==> src/rtl/fetch_sequencer_pkg.sv <==
// Shared types and constants for the fetch-stage PC sequencer.
package fetch_seq_pkg;

    typedef enum logic [1:0] {
        RUN   = 2'd0,
        PEND  = 2'd1,
        FAULT = 2'd2,
        HALT  = 2'd3
    } fseq_state_e;

    localparam logic [31:0] DEFAULT_RESET_PC   = 32'h0000_0000;
    localparam logic [31:0] DEFAULT_EXC_VECTOR = 32'h0000_0080;

    function automatic logic is_misaligned(input logic [31:0] addr);
        return (addr[1:0] != 2'b00);
    endfunction

endpackage

==> src/rtl/fetch_sequencer_pc_reg.sv <==
// 32-bit program counter register with asynchronous reset and load enable.
module pc_reg #(
    parameter logic [31:0] RESET_VAL = 32'h0000_0000
) (
    input  logic        clk,
    input  logic        reset,
    input  logic        load,
    input  logic [31:0] d,
    output logic [31:0] q
);

    // PC storage: reset to the boot address, otherwise load on enable.
    always_ff @(posedge clk or posedge reset) begin
        if (reset) begin
            q <= RESET_VAL;
        end else if (load) begin
            q <= d;
        end else begin
            q <= q;
        end
    end

endmodule

==> src/rtl/fetch_sequencer.sv <==
// Fetch-stage PC sequencer: increment, D-stage redirects, imem waits, faults, halt.
// Build option: define DELAY_SLOT_EN to keep the F-stage word as a branch delay slot.
module fetch_sequencer
    import fetch_seq_pkg::*;
#(
    parameter logic [31:0] RESET_PC   = DEFAULT_RESET_PC,
    parameter logic [31:0] EXC_VECTOR = DEFAULT_EXC_VECTOR
) (
    input  logic        clk,
    input  logic        reset,
    input  logic        stallF,
    input  logic        stallD,
    input  logic        imemReadyF,
    input  logic        redirectD,
    input  logic [31:0] redirectAddrD,
    input  logic        haltD,
    output logic [31:0] PCF,
    output logic [31:0] PCPlus4F,
    output logic        validF,
    output logic        flushD,
    output logic        exceptionF,
    output logic [31:0] faultAddr,
    output logic        halted
);

`ifdef DELAY_SLOT_EN
    localparam logic REDIRECT_FLUSH = 1'b0;
    localparam logic PEND_KEEP_WORD = 1'b1;
`else
    localparam logic REDIRECT_FLUSH = 1'b1;
    localparam logic PEND_KEEP_WORD = 1'b0;
`endif

    fseq_state_e state_r;
    fseq_state_e next_state_s;
    logic [31:0] pend_addr_r;
    logic [31:0] fault_addr_r;
    logic        halted_r;
    logic [31:0] pc_s;
    logic [31:0] pc_next_s;
    logic        pc_load_s;
    logic        pend_load_s;
    logic        fault_load_s;
    logic        flush_s;
    logic        exc_s;
    logic        valid_s;
    logic        accept_s;

    pc_reg #(
        .RESET_VAL (RESET_PC)
    ) u_pc_reg (
        .clk   (clk),
        .reset (reset),
        .load  (pc_load_s),
        .d     (pc_next_s),
        .q     (pc_s)
    );

    assign accept_s = (state_r == RUN) && !stallD;

    // Next-state, next-PC and per-cycle strobes.
    always_comb begin
        next_state_s = state_r;
        pc_next_s    = pc_s + 32'd4;
        pc_load_s    = 1'b0;
        pend_load_s  = 1'b0;
        fault_load_s = 1'b0;
        flush_s      = 1'b0;
        exc_s        = 1'b0;
        valid_s      = 1'b0;
        case (state_r)
            RUN: begin
                valid_s = imemReadyF & ~stallF;
                if (accept_s && haltD) begin
                    flush_s      = 1'b1;
                    next_state_s = HALT;
                end else if (accept_s && redirectD && is_misaligned(redirectAddrD)) begin
                    // Faults always squash the wrong-path word, delay slot or not.
                    pc_next_s    = EXC_VECTOR;
                    pc_load_s    = 1'b1;
                    fault_load_s = 1'b1;
                    flush_s      = 1'b1;
                    next_state_s = FAULT;
                end else if (accept_s && redirectD) begin
                    flush_s = REDIRECT_FLUSH;
                    if (imemReadyF) begin
                        pc_next_s = redirectAddrD;
                        pc_load_s = 1'b1;
                    end else begin
                        pend_load_s  = 1'b1;
                        next_state_s = PEND;
                    end
                end else if (imemReadyF && !stallF) begin
                    pc_load_s = 1'b1;
                end else begin
                    pc_load_s = 1'b0;
                end
            end
            PEND: begin
                // PCF holds the old address until imem drains the outstanding fetch.
                valid_s = PEND_KEEP_WORD & imemReadyF;
                if (imemReadyF) begin
                    pc_next_s    = pend_addr_r;
                    pc_load_s    = 1'b1;
                    next_state_s = RUN;
                end else begin
                    pc_load_s = 1'b0;
                end
            end
            FAULT: begin
                exc_s        = 1'b1;
                next_state_s = RUN;
            end
            HALT: begin
                next_state_s = HALT;
            end
            default: begin
                next_state_s = RUN;
            end
        endcase
    end

    // Sequencer state and side registers.
    always_ff @(posedge clk or posedge reset) begin
        if (reset) begin
            state_r      <= RUN;
            pend_addr_r  <= 32'h0000_0000;
            fault_addr_r <= 32'h0000_0000;
            halted_r     <= 1'b0;
        end else begin
            state_r      <= next_state_s;
            pend_addr_r  <= pend_load_s  ? redirectAddrD : pend_addr_r;
            fault_addr_r <= fault_load_s ? redirectAddrD : fault_addr_r;
            halted_r     <= (next_state_s == HALT);
        end
    end

    // Strobes are forced low while reset is held so reset values are visible at once.
    assign validF     = valid_s & ~reset;
    assign flushD     = flush_s & ~reset;
    assign exceptionF = exc_s & ~reset;
    assign PCF        = pc_s;
    assign PCPlus4F   = pc_s + 32'd4;
    assign faultAddr  = fault_addr_r;
    assign halted     = halted_r;

endmodule
==> config.mk <==
export PLATFORM = sky130hd
export DESIGN_NAME = fetch_sequencer
export DESIGN_NICKNAME = d
export VERILOG_FILES = /design/src/rtl/fetch_sequencer_pkg.sv /design/src/rtl/fetch_sequencer_pc_reg.sv /design/src/rtl/fetch_sequencer.sv
export SDC_FILE = /design/constraint.sdc
export NUM_CORES = 1
export LEC_CHECK = 0
export CORE_ASPECT_RATIO = 1.2
export CORE_UTILIZATION = 30
export CTS_CLUSTER_SIZE = 14
export DETAILED_ROUTE_END_ITERATION = 12
export PLACE_DENSITY = 0.63
export SKIP_LAST_GASP = 1
export SLEW_MARGIN = 10
export SYNTH_ARGS = -nofsm -noshare
export SYNTH_HDL_FRONTEND = slang
export SYNTH_SLANG_ARGS = --single-unit
==> constraint.sdc <==
create_clock -name clk -period 9.4 [get_ports clk]
set_input_delay 1.88 -clock clk [delete_from_list [all_inputs] [get_ports clk]]
set_output_delay 1.88 -clock clk [all_outputs]
set_load 0.01 [all_outputs]
==> results.json <==
{
  "result_of_the_run": "finished, final reports clean",
  "synth_cell_area_sq_um": 5520,
  "synth-compound-area-share_pct": 18.2,
  "number_of_instances_in_the_synthesized_netlist": 543,
  "postCtsSetupBuffers": 0,
  "gr-usage-all-layers_pct": 19.6,
  "grt_setup_unrepaired": "no",
  "achievable_frequency_mhz": 170,
  "layout_common_cells": "sky130_fd_sc_hd__clkdlybuf4s50_1 (138), sky130_fd_sc_hd__dfrtp_1 (99), sky130_fd_sc_hd__mux2_2 (61), sky130_fd_sc_hd__a21oi_1 (38), sky130_fd_sc_hd__nand2_1 (32)",
  "mean_cell_area_of_the_mapped_netlist_sq_um": 10.2,
  "critPathCaptureType": "output pin",
  "ant_nets": 0,
  "avgViaCountPerCell": 5.64,
  "synth_adder_area_share_pct": 0.227,
  "io_buffers": 138,
  "num_vias": 5015,
  "p_seq_share_pct": 34.5,
  "cp_slowest_stage_delay_ns": 0.80,
  "clock-skew-final_ns": 0.0116,
  "period_minus_slack_ns": 5.87,
  "postSynth.asyncResetShare_pct": 100,
  "p_sw_share_pct": 36.2,
  "path_max_fanout": 14,
  "place_hpwl_mm": 12.8,
  "cts.sinks": 99,
  "family_with_the_most_delay_on_the_worst_path": "buffers and inverters",
  "ratio_of_cells_with_drive_above_1_in_the_final_layout_pct": 14.6,
  "crit_chain": "clkdlybuf4s50_1 -> inv_1 -> nor4_1 -> clkdlybuf4s50_1",
  "row_count": 54,
  "clock-root-buffer": "sky130_fd_sc_hd__clkbuf_16",
  "detail_route.iter0.violations": 506,
  "post_synth_mux_area_share_pct": 12.8,
  "class_of_the_most_critical_setup_path": "input pin to output pin",
  "timing_max_transition_violations_final": 0,
  "globalRouteMet2Util_pct": 31.1,
  "reg2reg_setup_slack_ns": 6.32,
  "number_of_flops_mapped_to_enable_cells_by_yosys": 0,
  "routed_wirelength_mm": 18.2,
  "combinationalPowerShare_pct": 44.3,
  "worst_ep_arrival_time_ns": 3.99,
  "synth_seq_cells": 99,
  "cts-buffers-inserted": 9,
  "gp_routability_congestion": 0.854,
  "most_frequent_standard_cell_in_the_layout_excluding_fill_and_tap_cells": "sky130_fd_sc_hd__clkdlybuf4s50_1",
  "max-clock-path-buffers": 2,
  "critPathSlowestCell": "sky130_fd_sc_hd__clkdlybuf4s50_1",
  "synth_cell_type_count": 63,
  "cts_repair_resize_count": 0,
  "die-area_sq_um": 19000,
  "hold_violation_total_from_the_final_report": 0,
  "wire_length_of_the_first_global_routing_pass_mm": 28.4,
  "globalRoute.totalOverflow": 0,
  "antenna-diode-count": 0,
  "relSlewSlack_pct": 27.9,
  "drt_pre_antenna_iters": 7,
  "required_arrival_time_at_the_worst_endpoint_ns": 7.52,
  "first_global_vias": 5108,
  "share_clk_of_total_power_pct": 21.2,
  "critPathLaunchType": "input pin",
  "worstPathBufferInverterCount": 3,
  "detail_route.wl_per_cell_um": 20.5,
  "hold_path.class": "flip-flop to flip-flop",
  "net_count_reported_at_finish": 700,
  "die_width_um": 126,
  "globalRouteMet3Util_pct": 5.26,
  "dieHeight_um": 151,
  "power.internal_uw": 1440,
  "synth-seq-area-share_pct": 44.8,
  "route.detailed.drc": 0,
  "flow.area_growth_from_synthesis_pct": 34.6,
  "p_total_uw": 2260,
  "core-area_sq_um": 18100,
  "syn-num-nets": 583,
  "htree_levels": 3,
  "worst_skew_pair.late_latency_ns": 0.37,
  "power.density_nw_per_um2": 304,
  "setup_viol": 0,
  "number_of_antenna_violations_at_the_first_check_in_global_routing": 0,
  "grt_max_degree": 53,
  "ios": 139,
  "max-vdd-ir-drop_v": 0.000105,
  "synth-xor-area-share_pct": 4.28,
  "path_common_cell": "sky130_fd_sc_hd__clkdlybuf4s50_1",
  "ys.warnings.count": 0,
  "clkSlewWorstSetupHoldPaths_ns": 0.07,
  "total_switching_power_uw": 818,
  "ys.flop_type": "sky130_fd_sc_hd__dfrtp_1",
  "grt_util_met1_pct": 24.5,
  "cts_hold_buffers": 0,
  "timing.final.crit_share_pct": 62.5,
  "power.leakage_uw": 0.00302,
  "largest_family_of_logic_cells_by_synthesized_area": "compound AO/OA/AOI/OAI gates",
  "post_synth_and_or_nand_nor_area_fraction_pct": 15.2,
  "cts_tree": "built",
  "worst-slew-pin-transition_ns": 1.08,
  "initial_core_util_pct": 30.5,
  "final.setup.tns_ns": 0,
  "maxCapViolCount": 0,
  "global_route.peak_usage_layer": "met2"
}
==> sequential cells by signal, indices dropped and copies added (netlist names) <==
register / count
state_r: 2
pend_addr_r: 32
halted: 1
u_pc_reg.q: 32
faultAddr: 32
==> final timing paths <==
path                                start             end  cells after the start
setup / recovery               imemReadyF          validF                      4
hold reg to reg            pend_addr_r[5]  pend_addr_r[5]                      1
max in group asynchronous           reset  u_pc_reg.q[15]                      3
setup reg to reg               state_r[0]  u_pc_reg.q[19]                      5
hold / removal             pend_addr_r[5]  pend_addr_r[5]                      1
min in group asynchronous           reset   faultAddr[25]                      2
==> power by group through the flow <==
stage	Combinational, uW	Sequential, uW	Clock, uW
finish	1000	779	478
global route	1080	805	505
CTS	1010	776	485
detailed placement	1000	783	0
global placement	986	768	0
floorplan	486	772	0
==> Yosys cell counts (all sizes together) (11+ instances only) <==
library cell   n  share of area, %
nand4         19               2.2
a21oi         39               3.6
dfrtp         99                45
nor2          20               1.4
inv           11              0.75
nand2         32               2.2
buf           21               2.3
and3          12               1.4
o21ai         30               2.7
mux2          62                13
nand3         23               2.1
xnor2         18               2.9
clkbuf        19               1.3
==> per-stage QoR <==
step	utilization [%]	worst slack, ns	cell area (sq um)	hold WS (ns)	instances
final	41.1	3.53	7430	0.497	889
after global routing	41.1	3.46	7430	0.515	889
after CTS	41.1	3.49	7430	0.499	889
after detailed placement	39.0	3.52	7060	0.483	873
after global placement	39.0	3.61	7060	0.470	873
after floorplan	-	4.93	5520	0.458	543
==> worst register-to-register path: stages, from the launching register on <==
cell and delay (ns):
sky130_fd_sc_hd__dfrtp_1 0.55, sky130_fd_sc_hd__nor2_2 0.40, sky130_fd_sc_hd__nand3_1 0.61, sky130_fd_sc_hd__a311o_2 0.83, sky130_fd_sc_hd__a221oi_1 0.41, sky130_fd_sc_hd__o311ai_1 0.15
==> area by class of cell <==
cell class	count	area, sq um
Fill cell	1744	10700
Multi-Input combinational cell	393	2810
Sequential cell	99	2480
Timing Repair Buffer	146	1440
Tap cell	224	280
Clock buffer	12	256
Clock inverter	4	120
Inverter	11	43.8
==> routing by layer <==
layer  part of all wire [%]  up-vias
li1                       -     2268
met3                    7.4       39
met1                     43     2480
met4                    2.8        0
met2                     47      228
met5                      0        -
==> cell families (layout without fill, tap and decap cells) <==
group           after synthesis  in the layout
buf+inv                      51            173
simple gates                154            154
mux                          63             63
compound gates              148            148
flops                        99             99
fa+ha+maj                     1              1
xor+xnor                     27             27
Note: power is estimated with default switching activity, not from simulation.
